File: src/rtl/mem_arbiter_if.sv
// Bundle of requester handshakes, shared response and memory command bus for mem_arbiter.
// The slave modport is the arbiter's view; master is the environment (requesters + memory).
interface mem_arbiter_if #(
  parameter int unsigned BLOCK_SIZE   = 32,
  parameter int unsigned ADDRESS_SIZE = 32
);
  localparam int unsigned AW = $clog2(ADDRESS_SIZE);

  logic                  a_valid_i;
  logic                  a_write_i;
  logic [AW-1:0]         a_addr_i;
  logic [BLOCK_SIZE-1:0] a_wdata_i;
  logic                  a_ready_o;
  logic                  a_rsp_valid_o;

  logic                  b_valid_i;
  logic                  b_write_i;
  logic [AW-1:0]         b_addr_i;
  logic [BLOCK_SIZE-1:0] b_wdata_i;
  logic                  b_ready_o;
  logic                  b_rsp_valid_o;

  logic [BLOCK_SIZE-1:0] rsp_data_o;
  logic                  rsp_err_o;

  logic                  mem_read_o;
  logic                  mem_write_o;
  logic [AW-1:0]         mem_addr_o;
  logic [BLOCK_SIZE-1:0] mem_wdata_o;
  logic [BLOCK_SIZE-1:0] mem_rdata_i;

  modport slave (
    input  a_valid_i, a_write_i, a_addr_i, a_wdata_i,
    input  b_valid_i, b_write_i, b_addr_i, b_wdata_i,
    input  mem_rdata_i,
    output a_ready_o, a_rsp_valid_o, b_ready_o, b_rsp_valid_o,
    output rsp_data_o, rsp_err_o,
    output mem_read_o, mem_write_o, mem_addr_o, mem_wdata_o
  );

  modport master (
    output a_valid_i, a_write_i, a_addr_i, a_wdata_i,
    output b_valid_i, b_write_i, b_addr_i, b_wdata_i,
    output mem_rdata_i,
    input  a_ready_o, a_rsp_valid_o, b_ready_o, b_rsp_valid_o,
    input  rsp_data_o, rsp_err_o,
    input  mem_read_o, mem_write_o, mem_addr_o, mem_wdata_o
  );
endinterface

File: src/rtl/mem_arbiter.sv
// Round-robin two-port arbiter/sequencer in front of a single-port scratch memory.
// One request in flight: IDLE grants, CMD strobes the memory, RESP returns read data.
module mem_arbiter #(
  parameter int unsigned BLOCK_SIZE   = 32,
  parameter int unsigned ADDRESS_SIZE = 32,
  parameter int unsigned DEPTH        = 16
) (
  input  logic           clk_i,
  input  logic           rst_i,
  mem_arbiter_if.slave   bus
);
  localparam int unsigned AW = $clog2(ADDRESS_SIZE);

  typedef enum logic [1:0] {StIdle, StCmd, StResp} state_e;

  state_e                state_q, state_d;
  logic                  last_b_q, last_b_d;  // 1: B held the most recent grant
  logic                  port_b_q, port_b_d;
  logic                  write_q, write_d;
  logic                  err_q, err_d;
  logic                  mem_read_q, mem_read_d;
  logic                  mem_write_q, mem_write_d;
  logic [AW-1:0]         mem_addr_q, mem_addr_d;
  logic [BLOCK_SIZE-1:0] mem_wdata_q, mem_wdata_d;
  logic [BLOCK_SIZE-1:0] rsp_data_q, rsp_data_d;

  logic                  sel_b, grant_a, grant_b, in_range, req_write, rsp_fire;
  logic [AW-1:0]         req_addr;
  logic [BLOCK_SIZE-1:0] req_wdata;

  always_comb begin
    sel_b     = bus.b_valid_i && (!bus.a_valid_i || !last_b_q);
    grant_a   = (state_q == StIdle) && bus.a_valid_i && !sel_b;
    grant_b   = (state_q == StIdle) && sel_b;
    req_write = sel_b ? bus.b_write_i : bus.a_write_i;
    req_addr  = sel_b ? bus.b_addr_i  : bus.a_addr_i;
    req_wdata = sel_b ? bus.b_wdata_i : bus.a_wdata_i;
    in_range  = 32'(req_addr) < DEPTH;

    state_d     = state_q;
    last_b_d    = last_b_q;
    port_b_d    = port_b_q;
    write_d     = write_q;
    err_d       = err_q;
    mem_read_d  = 1'b0;
    mem_write_d = 1'b0;
    mem_addr_d  = mem_addr_q;
    mem_wdata_d = mem_wdata_q;
    rsp_data_d  = rsp_data_q;

    unique case (state_q)
      StIdle: begin
        if (grant_a || grant_b) begin
          state_d  = StCmd;
          last_b_d = sel_b;
          port_b_d = sel_b;
          write_d  = req_write;
          err_d    = !in_range;
          // Out-of-range requests never reach the memory bus, not even the address.
          if (in_range) begin
            mem_read_d  = !req_write;
            mem_write_d = req_write;
            mem_addr_d  = req_addr;
            mem_wdata_d = req_wdata;
          end
        end
      end
      StCmd: begin
        state_d = (write_q || err_q) ? StIdle : StResp;
        if (err_q) rsp_data_d = '0;
      end
      StResp: begin
        state_d    = StIdle;
        rsp_data_d = bus.mem_rdata_i;
      end
      default: state_d = StIdle;
    endcase
  end

  always_ff @(posedge clk_i) begin
    if (rst_i) begin
      state_q     <= StIdle;
      last_b_q    <= 1'b1;
      port_b_q    <= 1'b0;
      write_q     <= 1'b0;
      err_q       <= 1'b0;
      mem_read_q  <= 1'b0;
      mem_write_q <= 1'b0;
      mem_addr_q  <= '0;
      mem_wdata_q <= '0;
      rsp_data_q  <= '0;
    end else begin
      state_q     <= state_d;
      last_b_q    <= last_b_d;
      port_b_q    <= port_b_d;
      write_q     <= write_d;
      err_q       <= err_d;
      mem_read_q  <= mem_read_d;
      mem_write_q <= mem_write_d;
      mem_addr_q  <= mem_addr_d;
      mem_wdata_q <= mem_wdata_d;
      rsp_data_q  <= rsp_data_d;
    end
  end

  // Handshake and response outputs are masked during reset so a dropped request never responds.
  assign rsp_fire = !rst_i && (((state_q == StCmd) && (write_q || err_q)) || (state_q == StResp));

  assign bus.a_ready_o     = !rst_i && grant_a;
  assign bus.b_ready_o     = !rst_i && grant_b;
  assign bus.a_rsp_valid_o = rsp_fire && !port_b_q;
  assign bus.b_rsp_valid_o = rsp_fire && port_b_q;
  assign bus.rsp_err_o     = !rst_i && (state_q == StCmd) && err_q;
  assign bus.rsp_data_o    = (state_q == StResp)           ? bus.mem_rdata_i :
                             ((state_q == StCmd) && err_q) ? '0 : rsp_data_q;
  assign bus.mem_read_o    = mem_read_q;
  assign bus.mem_write_o   = mem_write_q;
  assign bus.mem_addr_o    = mem_addr_q;
  assign bus.mem_wdata_o   = mem_wdata_q;
endmodule
File: src/flat_wrapper.sv
// flat-port wrapper written by rule: the top's interface ports become plain ports
module mem_arbiter_flat 
#(
  parameter int unsigned BLOCK_SIZE   = 32,
  parameter int unsigned ADDRESS_SIZE = 32,
  parameter int unsigned DEPTH        = 16
)
  (clk_i, rst_i, bus_a_valid_i, bus_a_write_i, bus_a_addr_i, bus_a_wdata_i, bus_b_valid_i, bus_b_write_i, bus_b_addr_i, bus_b_wdata_i, bus_mem_rdata_i, bus_a_ready_o, bus_a_rsp_valid_o, bus_b_ready_o, bus_b_rsp_valid_o, bus_rsp_data_o, bus_rsp_err_o, bus_mem_read_o, bus_mem_write_o, bus_mem_addr_o, bus_mem_wdata_o);
  mem_arbiter_if #(.BLOCK_SIZE(BLOCK_SIZE), .ADDRESS_SIZE(ADDRESS_SIZE)) bus_i ();
  input  logic clk_i;
  input  logic rst_i;
  input wire logic [$bits(bus_i.a_valid_i)-1:0] bus_a_valid_i;
  input wire logic [$bits(bus_i.a_write_i)-1:0] bus_a_write_i;
  input wire logic [$bits(bus_i.a_addr_i)-1:0] bus_a_addr_i;
  input wire logic [$bits(bus_i.a_wdata_i)-1:0] bus_a_wdata_i;
  input wire logic [$bits(bus_i.b_valid_i)-1:0] bus_b_valid_i;
  input wire logic [$bits(bus_i.b_write_i)-1:0] bus_b_write_i;
  input wire logic [$bits(bus_i.b_addr_i)-1:0] bus_b_addr_i;
  input wire logic [$bits(bus_i.b_wdata_i)-1:0] bus_b_wdata_i;
  input wire logic [$bits(bus_i.mem_rdata_i)-1:0] bus_mem_rdata_i;
  output wire logic [$bits(bus_i.a_ready_o)-1:0] bus_a_ready_o;
  output wire logic [$bits(bus_i.a_rsp_valid_o)-1:0] bus_a_rsp_valid_o;
  output wire logic [$bits(bus_i.b_ready_o)-1:0] bus_b_ready_o;
  output wire logic [$bits(bus_i.b_rsp_valid_o)-1:0] bus_b_rsp_valid_o;
  output wire logic [$bits(bus_i.rsp_data_o)-1:0] bus_rsp_data_o;
  output wire logic [$bits(bus_i.rsp_err_o)-1:0] bus_rsp_err_o;
  output wire logic [$bits(bus_i.mem_read_o)-1:0] bus_mem_read_o;
  output wire logic [$bits(bus_i.mem_write_o)-1:0] bus_mem_write_o;
  output wire logic [$bits(bus_i.mem_addr_o)-1:0] bus_mem_addr_o;
  output wire logic [$bits(bus_i.mem_wdata_o)-1:0] bus_mem_wdata_o;
  assign bus_i.a_valid_i = bus_a_valid_i;
  assign bus_i.a_write_i = bus_a_write_i;
  assign bus_i.a_addr_i = bus_a_addr_i;
  assign bus_i.a_wdata_i = bus_a_wdata_i;
  assign bus_i.b_valid_i = bus_b_valid_i;
  assign bus_i.b_write_i = bus_b_write_i;
  assign bus_i.b_addr_i = bus_b_addr_i;
  assign bus_i.b_wdata_i = bus_b_wdata_i;
  assign bus_i.mem_rdata_i = bus_mem_rdata_i;
  assign bus_a_ready_o = bus_i.a_ready_o;
  assign bus_a_rsp_valid_o = bus_i.a_rsp_valid_o;
  assign bus_b_ready_o = bus_i.b_ready_o;
  assign bus_b_rsp_valid_o = bus_i.b_rsp_valid_o;
  assign bus_rsp_data_o = bus_i.rsp_data_o;
  assign bus_rsp_err_o = bus_i.rsp_err_o;
  assign bus_mem_read_o = bus_i.mem_read_o;
  assign bus_mem_write_o = bus_i.mem_write_o;
  assign bus_mem_addr_o = bus_i.mem_addr_o;
  assign bus_mem_wdata_o = bus_i.mem_wdata_o;
  mem_arbiter #(.BLOCK_SIZE(BLOCK_SIZE), .ADDRESS_SIZE(ADDRESS_SIZE), .DEPTH(DEPTH)) u_core (.clk_i(clk_i), .rst_i(rst_i), .bus(bus_i));
endmodule
File: config.mk
export PLATFORM = sky130hd
export DESIGN_NAME = mem_arbiter_flat
export DESIGN_NICKNAME = d
export VERILOG_FILES = /design/src/rtl/mem_arbiter_if.sv /design/src/rtl/mem_arbiter.sv /design/src/flat_wrapper.sv
export SDC_FILE = /design/constraint.sdc
export NUM_CORES = 1
export LEC_CHECK = 0
export CAP_MARGIN = 20
export CORE_AREA = 2 2 97 99
export DETAILED_ROUTE_END_ITERATION = 12
export DIE_AREA = 0 0 99 101
export GPL_ROUTABILITY_DRIVEN = 0
export HOLD_SLACK_MARGIN = 0.1
export PLACE_DENSITY = 0.79
export SYNTH_ARGS = -nofsm -noshare
export SYNTH_HDL_FRONTEND = slang
export SYNTH_SLANG_ARGS = --single-unit
export TNS_END_PERCENT = 5
File: constraint.sdc
create_clock -name clk_i -period 2 [get_ports clk_i]
set_input_delay 0.5 -clock clk_i [delete_from_list [all_inputs] [get_ports clk_i]]
set_output_delay 0.5 -clock clk_i [all_outputs]
set_load 0.01 [all_outputs]
Word-level counts from Yosys, hierarchy flattened. Cells that the tools add are included.

Bits in registers: 77. Input bits: 112. Word-level logic and storage cells: 58.

$lt $le $gt $ge: 1. Equal/unequal tests: 4. Mux-type cells: 10. Bitwise logic cells: 3. Reduce and logical (&&, ||, !) cells: 30.

Operators with widths (number): 32-bit 2-to-1 mux (4); 32-bit one-hot mux with 2 select lines (1); 1-bit logical AND (13); 1-bit logical NOT (7); 5-bit less-than comparator (second input constant) (1); 5-bit 2-to-1 mux (1); 1-bit logical OR (4); 2-bit 2-to-1 mux (2); 2-bit one-hot mux with 2 select lines (1); 2-bit AND reduction (2); 4-bit OR reduction (1); 1-bit NOT (3); 3-bit AND reduction (1); 2-bit by 1-bit == test with 1-bit output (second input constant) (1); 2-bit == test (second input constant) (1); 2-bit logical NOT (1); 2-bit by 1-bit != test with 1-bit output (second input constant) (1); 2-bit != test (second input constant) (1); 2-bit nonzero test (1); 1-bit 2-to-1 mux (1).

Depth between registers and ports, before layout. Gate-level depths: netlist of the first run.

Depth in word-level cells: 8. Mapped depth: 6.

Least setup slack after synthesis of the first run. Ideal clock, no wire load.

Path type: input -> output. Start point: in rst_i. End point: out bus_a_rsp_valid_o. Data arrival time: 1325 ps. Path slack: 175 ps. Stages on the path: 4. Cell sequence: clkbuf_1 -> buf_2 -> clkbuf_1 -> a211oi_1.

Longest elaborated chain between the ends: 3.

RTL lines: from (decl) (line flat_wrapper.sv:11) `input logic rst_i;`; 1-bit logical NOT (line mem_arbiter.sv:107) `assign rsp_fire = !rst_i && (((state_q == StCmd) && (write_q || err_q)) || (state_q == StResp));`; 1-bit logical AND (line mem_arbiter.sv:107); 1-bit logical AND (line mem_arbiter.sv:111) `assign bus.a_rsp_valid_o = rsp_fire && !port_b_q;`; to (decl) (line flat_wrapper.sv:22) `output wire logic [$bits(bus_i.a_rsp_valid_o)-1:0] bus_a_rsp_valid_o;`.

Every way passes these cells.

Worst setup path in the final report of the first run.
Start point: reg u_core.state_q[0]. End point: out bus_rsp_data_o[17].

Longest elaborated chain between the ends: 4.

RTL lines: from (decl) (line mem_arbiter.sv:16) `state_e state_q, state_d;`; from (signal assigned) (line mem_arbiter.sv:82) `state_q <= StIdle;`; from (signal assigned) (line mem_arbiter.sv:93) `state_q <= state_d;`; 2-bit by 1-bit == test with 1-bit output (line mem_arbiter.sv:115) `((state_q == StCmd) && err_q) ? '0 : rsp_data_q;`; 1-bit logical AND (line mem_arbiter.sv:115); 32-bit 2-to-1 mux (line mem_arbiter.sv:115); 32-bit 2-to-1 mux * (line mem_arbiter.sv:114) `assign bus.rsp_data_o = (state_q == StResp) ? bus.mem_rdata_i :`; to (decl) (line flat_wrapper.sv:25) `output wire logic [$bits(bus_i.rsp_data_o)-1:0] bus_rsp_data_o;`.

Every way passes the cells marked *; elsewhere a longest branch is shown, timed or not.

==> metrics, run 1 <==
Mapped Nets 524; Slew headroom 71.64%; Worst-path clk slew 0.08 ns; Detail Route Antenna Nets 0; post-route setup slack 0.008746 ns; Finished Layout Cells 760; static leakage power 2.697 nW; Hold Worst Slack 0.4400 ns; layout cell share with drive strength beyond 1 27.01%; dominant delay contributor by cell family on the critical path flip-flops; R2R Setup Slk 0.10 ns; number of port buffers 187; average footprint of a synthesized cell 8.248 um2; wire length of the first global-routing pass 18.46 mm; power per standard cell area 734.5 nW/um2; post-detail-place hpwl 8.429 mm; total routing usage reported by global routing 23.11%; slowest stage delay, CP 0.37 ns; Area Growth Syn to Fin 85.86%; minimum setup slack after placement -0.5014 ns; yosys warns 0; worst ir drop on vdd 0.0003972 V; Final #Nets 757; synthesized netlist cell count 412; Initial Utilization 37.85%; CTS Root Cell clkbuf_8; top area cells in the synthesized netlist dfxtp_1 (45%), nor3_1 (13%), nor2_1 (11%), o22a_1 (9.3%), mux2i_1 (5.9%); required time at the endpoint of the critical path 1.50 ns; largest area contributor in the synthesized netlist dfxtp_1; height of the chip 101 um; cts bufs inserted 9; CTS tree done; remaining global-route overflow 0; setup clock skew after layout 0.01178 ns; type of the tightest min-delay check reg2reg; number of max-cap violations 0; Clk Latency, worst-skew pair 0.34 ns; type of the worst setup path reg2out; number of levels in the clock H-tree 3; final setup fails 0; via count 3,935; pins over their slew limit 0; final hold vios 0; area share of the largest cell type after synthesis 45.36%; final period demand of the worst path 1.991 ns; number of rows created at floorplan 35; 1st-iter DRT viols 88; CP bufs+invs 3; total area of sequential cells 1550 um2; highest net fanout along the worst path 5; Die Outline Area 9999 um2; via density per instance 5.178; post-synth design cell area 3398 um2; post-detailed-routing wire length 11.94 mm; type of origin of the critical path flip-flop; arrival time at the worst endpoint 1.49 ns; remaining routing DRC violations 0; top achievable clock speed 502.2 MHz; setup repair after global routing missed its margin yes; pin count of the biggest net entering global routing 40; critical path's slowest cell dfxtp_4; drt first pass iters 6; I/O pin count 188; number of buffers inserted by hold repair at cts 0; count of different cell masters after synthesis 32; placeable core region 8977 um2; average routed wire per standard cell 15.71 um; Total Neg Setup Slack 0 ns; die outline width 99 um; outcome completed; element type at the critical path end output port; # clock sinks 77; maximum root-to-sink buffer count 2; transition time at the pin with the least slew margin 0.4238 ns; synthesized flop and latch total 77; area occupied by multi-input gates 2046 um2; initial antenna violation count 1; number of global-route vias before repair 3,851; Cell Chain, Critical Path inv_4 -> nand2_8 -> buf_8 -> mux2i_4 -> nor2_2 -> buf_2; total placed cells including tap cells 731; sequential fraction of the synthesis area 45.36%; core occupancy in the finished layout 70.36%; final-layout fill cell count 687; portion of the clock cycle consumed by the worst path in the final layout 99.56%
[synthesized netlist by cell type (all sizes together)]
library cell  count
or2               1
nor2             96
nor3             88
a22oi             1
and3              2
a221o             1
o22a             36
clkbuf           13
and2              2
nor2b             4
a311oi            1
o22ai            13
inv               4
nor3b             1
a21boi            1
nand2             7
mux2i            20
a21oi            13
o21ai             2
buf              24
a21bo             1
a211oi            2
nor4b             1
and3b             1
dfxtp            77
[what timing repair did]
action / CTS / global route
pin swaps: 2 / 5
gates resized for setup: 186 / 41
setup endpoints to repair: 74 / 36
buffers inserted: 14 / 2
gates cloned: 2 / 0
endpoints found under the hold margin: 0 / 0
[state kept, by name (all words and copies together), names as in the netlist]
| name | cells |
|---|---|
| u_core.bus.mem_write_o | 1 |
| u_core.write_q | 1 |
| u_core.port_b_q | 1 |
| u_core.bus.mem_wdata_o | 32 |
| u_core.rsp_data_q | 32 |
| u_core.bus.mem_read_o | 1 |
| u_core.bus.mem_addr_o | 5 |
| u_core.err_q | 1 |
| u_core.state_q | 2 |
| u_core.last_b_q | 1 |
[final timing paths]
kind	depth (start not counted)	to	from
setup / recovery	6	bus_rsp_data_o[17]	u_core.state_q[0]
hold reg to reg	1	u_core.state_q[1]	u_core.write_q
hold / removal	1	u_core.state_q[1]	u_core.write_q
setup reg to reg	6	u_core.bus.mem_wdata_o[1]	u_core.last_b_q
[kinds of logic (layout without fill, tap and decap cells)]
| logic type | Yosys count | after routing | share of synthesized area, % |
|---|---|---|---|
| AOI/OAI and AO/OA | 71 | 71 | 15.91 |
| buffers and inverters | 41 | 277 | 5.965 |
| DFF | 77 | 77 | 45.36 |
| muxes | 20 | 20 | 5.891 |
| other | 0 | 1 | 0 |
| and+or+nand+nor | 203 | 203 | 26.88 |
[metal layers]
metal,vias to the layer above,track usage [%],part of all wire (%)
li1,1928,-,-
met1,1828,26.61,39
met2,154,39.45,49
met3,25,7.628,8.8
met4,0,9.694,2.6
met5,-,0,0
[placed cells by master (no fill, tap or decap), types with 2 or more instances in the layout]
master	netlist	routed
inv_1	4	3
mux2i_4	0	19
and3_1	2	2
nor2b_2	1	2
clkbuf_8	0	10
nand2_1	6	6
a21oi_1	12	10
buf_4	4	62
clkbuf_2	0	5
buf_2	15	32
clkdlybuf4s50_1	0	147
bufinv_16	0	3
o22ai_2	1	12
buf_12	0	7
a21oi_2	1	2
o22a_1	36	36
nor2_1	96	93
dlygate4sd2_1	0	3
dfxtp_1	77	74
nor3_1	88	87
nor2b_1	3	2
a211oi_2	0	2
dfxtp_4	0	2
buf_6	2	2
nor2_2	0	3
[power by group]
part / internal (mW) / switching (mW) / leakage (nW)
registers: 1.70 / 0.105 / 0.634
logic: 0.841 / 0.599 / 1.95
clock network: 0.850 / 0.546 / 0.114
[area by class of cell]
class | instances | share of cell area [%]
timing repair buffer | 259 | 36.83
multi-input combinational | 294 | 32.39
sequential | 77 | 24.54
tap | 111 | 2.199
clock buffer | 10 | 2.179
clock inverter | 4 | 1.545
inverter | 4 | 0.2773
antenna | 1 | 0.03962
[stage by stage]
step | instance area (um2) | power, mW
final | 6316 | 4.639
after global routing | 6316 | 4.847
after CTS | 6255 | 4.652
after detailed placement | 5733 | 3.181
after global placement | 5733 | 3.143
after floorplan | 3398 | 2.364
Note: power is estimated with default switching activity, not from simulation.
==> inputs of run 2 (changes only) <==
--- a/config.mk
+++ b/config.mk
@@ -10,7 +10,7 @@
 export DETAILED_ROUTE_END_ITERATION = 12
 export DIE_AREA = 0 0 99 101
 export GPL_ROUTABILITY_DRIVEN = 0
-export HOLD_SLACK_MARGIN = 0.1
+export HOLD_SLACK_MARGIN = 0.12
 export PLACE_DENSITY = 0.79
 export SYNTH_ARGS = -nofsm -noshare
 export SYNTH_HDL_FRONTEND = slang
==> results of run 2 <==
Same layout as run 1: the final DEF is identical, and so are final timing and power.
